===== config.mk =====
export PLATFORM = sky130hd
export DESIGN_NAME = ascon_linear_layer
export DESIGN_NICKNAME = d
export VERILOG_FILES = /design/src/rtl/ascon_linear_layer.sv
export SDC_FILE = /design/constraint.sdc
export NUM_CORES = 1
export LEC_CHECK = 0
export ABC_AREA = 1
export CORE_ASPECT_RATIO = 1.5
export CORE_MARGIN = 4
export CORE_UTILIZATION = 47
export DETAILED_ROUTE_END_ITERATION = 8
export PLACE_DENSITY = 0.79
export REMOVE_ABC_BUFFERS = 1
export SLEW_MARGIN = 20
export SYNTH_ARGS = -nofsm -noshare
export SYNTH_HDL_FRONTEND = slang
export SYNTH_SLANG_ARGS = --single-unit

===== constraint.sdc =====
create_clock -name clk -period 1.3 [get_ports clk]
set_input_delay 0.26 -clock clk [delete_from_list [all_inputs] [get_ports clk]]
set_output_delay 0.26 -clock clk [all_outputs]
set_load 0.03 [all_outputs]

===== src/rtl/ascon_linear_layer.sv =====
// ascon_linear_layer
// Linear diffusion stage (p_L) of the ASCON permutation. Each 64-bit lane is
// XORed with two right-rotations of itself. SERIAL=0 diffuses all five lanes
// in one cycle. SERIAL=1 diffuses one lane per cycle through a shared
// rotate/XOR datapath, x0 first and x4 last.
//
// Ports:
//   clk        clock, rising edge
//   rst_n      asynchronous active-low reset
//   in_valid   in_state is valid
//   in_ready   block can accept in_state this cycle
//   in_state   post-S-box state {x0,x1,x2,x3,x4}, x0 in [319:256]
//   out_valid  out_state holds a diffused state
//   out_ready  consumer accepts out_state
//   out_state  diffused state, same packing as in_state
//   busy       high while a state is in flight or waiting to be taken
module ascon_linear_layer #(
   parameter bit SERIAL = 1'b0
) (
   input  logic         clk,
   input  logic         rst_n,
   input  logic         in_valid,
   output logic         in_ready,
   input  logic [319:0] in_state,
   output logic         out_valid,
   input  logic         out_ready,
   output logic [319:0] out_state,
   output logic         busy
);

   typedef enum logic [1:0] {
      IDLE = 2'd0,
      BUSY = 2'd1,
      DONE = 2'd2
   } state_e;

   state_e       state_q, state_d;
   logic [2:0]   lane_q, lane_d;
   logic [319:0] buf_q, buf_d;
   logic [319:0] out_state_q, out_state_d;
   logic [319:0] diff_all;
   logic [8:0]   lane_base;
   logic [63:0]  lane_in;
   logic [63:0]  lane_res;
   logic         accept;

   function automatic logic [63:0] ror64(input logic [63:0] x, input logic [6:0] r);
      logic [127:0] t;
      // Low half of {x,x} shifted right is the 64-bit right rotation.
      t = {x, x} >> r;
      return t[63:0];
   endfunction

   // Rotation pair {a,b} for lane k (k=0 is x0).
   function automatic logic [13:0] rot_pair(input logic [2:0] k);
      logic [13:0] rp;
      case (k)
         3'd0:    rp = {7'd19, 7'd28};
         3'd1:    rp = {7'd61, 7'd39};
         3'd2:    rp = {7'd1,  7'd6};
         3'd3:    rp = {7'd10, 7'd17};
         default: rp = {7'd7,  7'd41};
      endcase
      return rp;
   endfunction

   function automatic logic [63:0] diffuse(input logic [63:0] x, input logic [13:0] rp);
      return x ^ ror64(x, rp[13:7]) ^ ror64(x, rp[6:0]);
   endfunction

   // Full-parallel datapath: all five lanes from the work buffer.
   for (genvar gi = 0; gi < 5; gi++) begin : g_lane
      assign diff_all[(4-gi)*64 +: 64] = diffuse(buf_q[(4-gi)*64 +: 64], rot_pair(3'(gi)));
   end

   // Shared lane datapath: lane k lives at bit offset (4-k)*64.
   assign lane_base = {3'd4 - lane_q, 6'd0};
   assign lane_in   = buf_q[lane_base +: 64];
   assign lane_res  = diffuse(lane_in, rot_pair(lane_q));

   // in_ready follows out_ready in DONE so a new state can enter on the
   // same edge the previous result leaves.
   assign in_ready  = (state_q == IDLE) || ((state_q == DONE) && out_ready);
   assign out_valid = (state_q == DONE);
   assign busy      = (state_q != IDLE);
   assign out_state = out_state_q;
   assign accept    = in_valid && in_ready;

   always_comb begin
      state_d     = state_q;
      lane_d      = lane_q;
      buf_d       = buf_q;
      out_state_d = out_state_q;
      case (state_q)
         IDLE: ;
         BUSY: begin
            if (SERIAL) begin
               // Unwritten lanes keep their previous contents.
               out_state_d[lane_base +: 64] = lane_res;
               if (lane_q == 3'd4) begin
                  state_d = DONE;
               end else begin
                  lane_d = lane_q + 3'd1;
               end
            end else begin
               out_state_d = diff_all;
               state_d     = DONE;
            end
         end
         DONE: begin
            if (out_ready) begin
               state_d = IDLE;
            end
         end
         default: state_d = IDLE;
      endcase
      // A capture overrides the DONE->IDLE exit (zero-bubble hand-over).
      if (accept) begin
         buf_d   = in_state;
         lane_d  = 3'd0;
         state_d = BUSY;
      end
   end

   always_ff @(posedge clk or negedge rst_n) begin
      if (!rst_n) begin
         state_q     <= IDLE;
         lane_q      <= 3'd0;
         buf_q       <= '0;
         out_state_q <= '0;
      end else begin
         state_q     <= state_d;
         lane_q      <= lane_d;
         buf_q       <= buf_d;
         out_state_q <= out_state_d;
      end
   end

endmodule


==> results.tsv <==
metric	value	unit
overflow	0	
required	1840	ps
drc	0	
p_switching	48.0	mW
grt_max_degree	76	
pwr-share-clk	0.179	
crit_fanout	8	
wire_per_inst	20.7	um
row_count	117	
synth_area	32100	um2
drv_slew	0	
power_density	2310	nW/um2
port_buffers	646	
arrival	2290	ps
ys.flop_type	dfrtp_1	
die_area	72600	um2
final_util	0.698	
clock_latency	650	ps
antenna_found_initial	17	
die_w	221	um
drive_above_1_share	0.165	
synth_edf_count	0	
cap_violations	0	
clkTransAtPathRegs	70	ps
worstHoldPathType	primary input to flip-flop	
setup_ws	-456	ps
worstMarginPinSlew	429	ps
place_ws	-525	ps
synth_top_area_share	0.501	
initial_utilization	0.473	
core-area	67800	um2
synth-async-reset-ratio	1.00	
via_count	36000	
grt_pass1_vias	34300	
power.internal	61.3	mW
rsz0062_at_grt	yes	
syn_to_final_growth	47.5	%
fin_nets	5836	
seq_power_share	0.333	
cts_tree	done	
via_per_inst	5.56	
fillers	4984	
cts_sinks	642	
status	finished with violations	
start_kind	flip-flop	
avgSynthCellArea	6.92	um2
finalClockSkew	25.7	ps
h-tree-depth	2	
yosysMostFrequentCell	nand2_1	
end_kind	flip-flop	
grt_use_total	0.342	
place_area	40500	um2
syn-instance-count	4636	
synth-seq-cells	642	
grt_pass1_wl	196000	um
yosysTopAreaCell	dfrtp_1	
slew_headroom	0.714	
irDropWorstVdd	1.62	mV
yosysUniqueCellTypes	13	
wl	134000	um
cts_max_path_buffers	3	
hold_viol	0	
violations	setup timing	
dieHeight	328	um
yosys_warnings	0	
synth.area.top_cells	dfrtp_1 50%, nand2_1 34%, nand3_1 10%	
holdWs	141	ps
dr.first_iter.drc_count	4158	
combPwrFrac	0.488	
seqCellArea	16100	um2
critPathKind	flip-flop to flip-flop	
place_congestion	0.959	
pin_count	647	
clock-root-buffer	clkbuf_16	
place_hpwl	89100	um
finalCritPeriodShare	1.35	
min_period	1760	ps
ys_seq_area_frac	0.501	
setup_violations	965	
postRouteAntennaNets	0	
fmax	0.570	GHz
swShare	0.439	
multi_input_area	14900	um2
leakagePower	25.8	nW
stdcell_area	47300	um2
yosys-top-cells-count	2,884 x nand2_1, 642 x dfrtp_1, 640 x nand3_1, 324 x inv_1, 117 x buf_2	
first_pass_iters	6	
numCtsBuffers	60	
registers in the layout, indices dropped and copies added (netlist names):
register	flops
state_q	2
out_state	320
buf_q	320
metal layers:
metal  vias up  track usage  routed length (um)
li1      16100            -                   -
met4         8        0.188               10500
met5         -            0                  49
met3       626       0.0767               13000
met2      2290        0.559               62400
met1     17000        0.423               48200
power groups by stage:
| stage | Combinational, mW | Sequential (mW) | Clock (mW) |
|---|---|---|---|
| floorplan | 16.0 | 42.5 | 0 |
| global placement | 43.3 | 35.2 | 0 |
| detailed placement | 44.2 | 35.2 | 0 |
| CTS | 50.7 | 35.8 | 19.6 |
| global route | 57.2 | 37.0 | 20.4 |
| finish | 53.4 | 36.5 | 19.5 |
logic make-up (layout without fill, tap and decap cells):
| kind of cell | count (synthesis) | in the layout | share of synthesized area |
|---|---|---|---|
| DFF | 642 | 642 | 0.501 |
| buffers and inverters | 467 | 1392 | 0.0612 |
| AOI/OAI and AO/OA | 1 | 1 | 0.000156 |
| and+or+nand+nor | 3526 | 3526 | 0.438 |
| other | 0 | 14 | 0 |
worst max-delay path: stages (launching register included):
cell and delay (ps):
dfrtp_1 350, inv_2 60, buf_6 120, buf_6 110, nor2_4 120, buf_12 140, buf_12 130, inv_16 60
buf_16 160, buf_12 140, buf_16 130, nand2_1 60, nand2_1 50
repair_timing:
action / in CTS / in global routing
hold endpoints to repair: 642 / 0
pin swaps: 12 / 25
gates cloned: 29 / 33
endpoints found under the setup margin: 961 / 965
resized for setup: 692 / 154
hold buffers: 1 / 0
setup buffers: 108 / 12
path summary, 6_finish.rpt:
kind / startpoint / endpoint / slack [ps] / cells after the start
setup / recovery: state_q[0]$_DFFE_PN0P_ / out_state[89]$_DFFE_PN0N_ / -460 / 12
hold / removal: in_state[16] / buf_q[16]$_DFFE_PN0P_ / 140 / 3
setup reg to reg: state_q[0]$_DFFE_PN0P_ / out_state[89]$_DFFE_PN0N_ / -460 / 12
hold reg to reg: out_state[245]$_DFFE_PN0N_ / out_state[245]$_DFFE_PN0N_ / 490 / 2
max in group asynchronous: rst_n / buf_q[148]$_DFFE_PN0P_ / 580 / 4
min in group asynchronous: rst_n / buf_q[90]$_DFFE_PN0P_ / 180 / 3
placed cells by master (no fill, tap or decap), types with 3 or more instances in the layout:
cell type / netlist / routed
clkbuf_1: 6 / 3
nand3_4: 0 / 18
nand2_2: 0 / 68
clkbuf_16: 0 / 86
nand2_1: 2884 / 2794
nand3_2: 1 / 55
buf_6: 1 / 290
clkbuf_8: 0 / 11
buf_12: 0 / 102
clkinv_2: 0 / 7
clkinvlp_4: 0 / 12
inv_2: 3 / 4
buf_16: 0 / 38
nand2_4: 0 / 22
dfrtp_2: 0 / 10
bufinv_16: 0 / 9
buf_4: 15 / 154
diode_2: 0 / 14
clkdlybuf4s50_1: 0 / 322
inv_6: 0 / 5
buf_8: 0 / 15
dfrtp_1: 642 / 632
nand3_1: 640 / 568
inv_1: 324 / 321
bufbuf_16: 0 / 6
clkinv_4: 0 / 3
metrics by stage:
stage / power, mW / TNS [ps] / instances
global route: 115 / -292790 / 6462
CTS: 106 / -240460 / 6412
floorplan: 58.6 / -6026030 / 4496
finish: 109 / -272620 / 6467
global placement: 78.5 / -175100 / 6164
detailed placement: 79.4 / -181460 / 6164
final cells by class:
type / instances / area share
Timing Repair Buffer: 954 / 0.249
Antenna cell: 14 / 0.000740
Multi-Input combinational cell: 3527 / 0.315
Sequential cell: 642 / 0.340
Tap cell: 892 / 0.0236
Clock buffer: 75 / 0.0357
Clock inverter: 36 / 0.00984
Inverter: 327 / 0.0265
(Power assumes the default switching activity.)
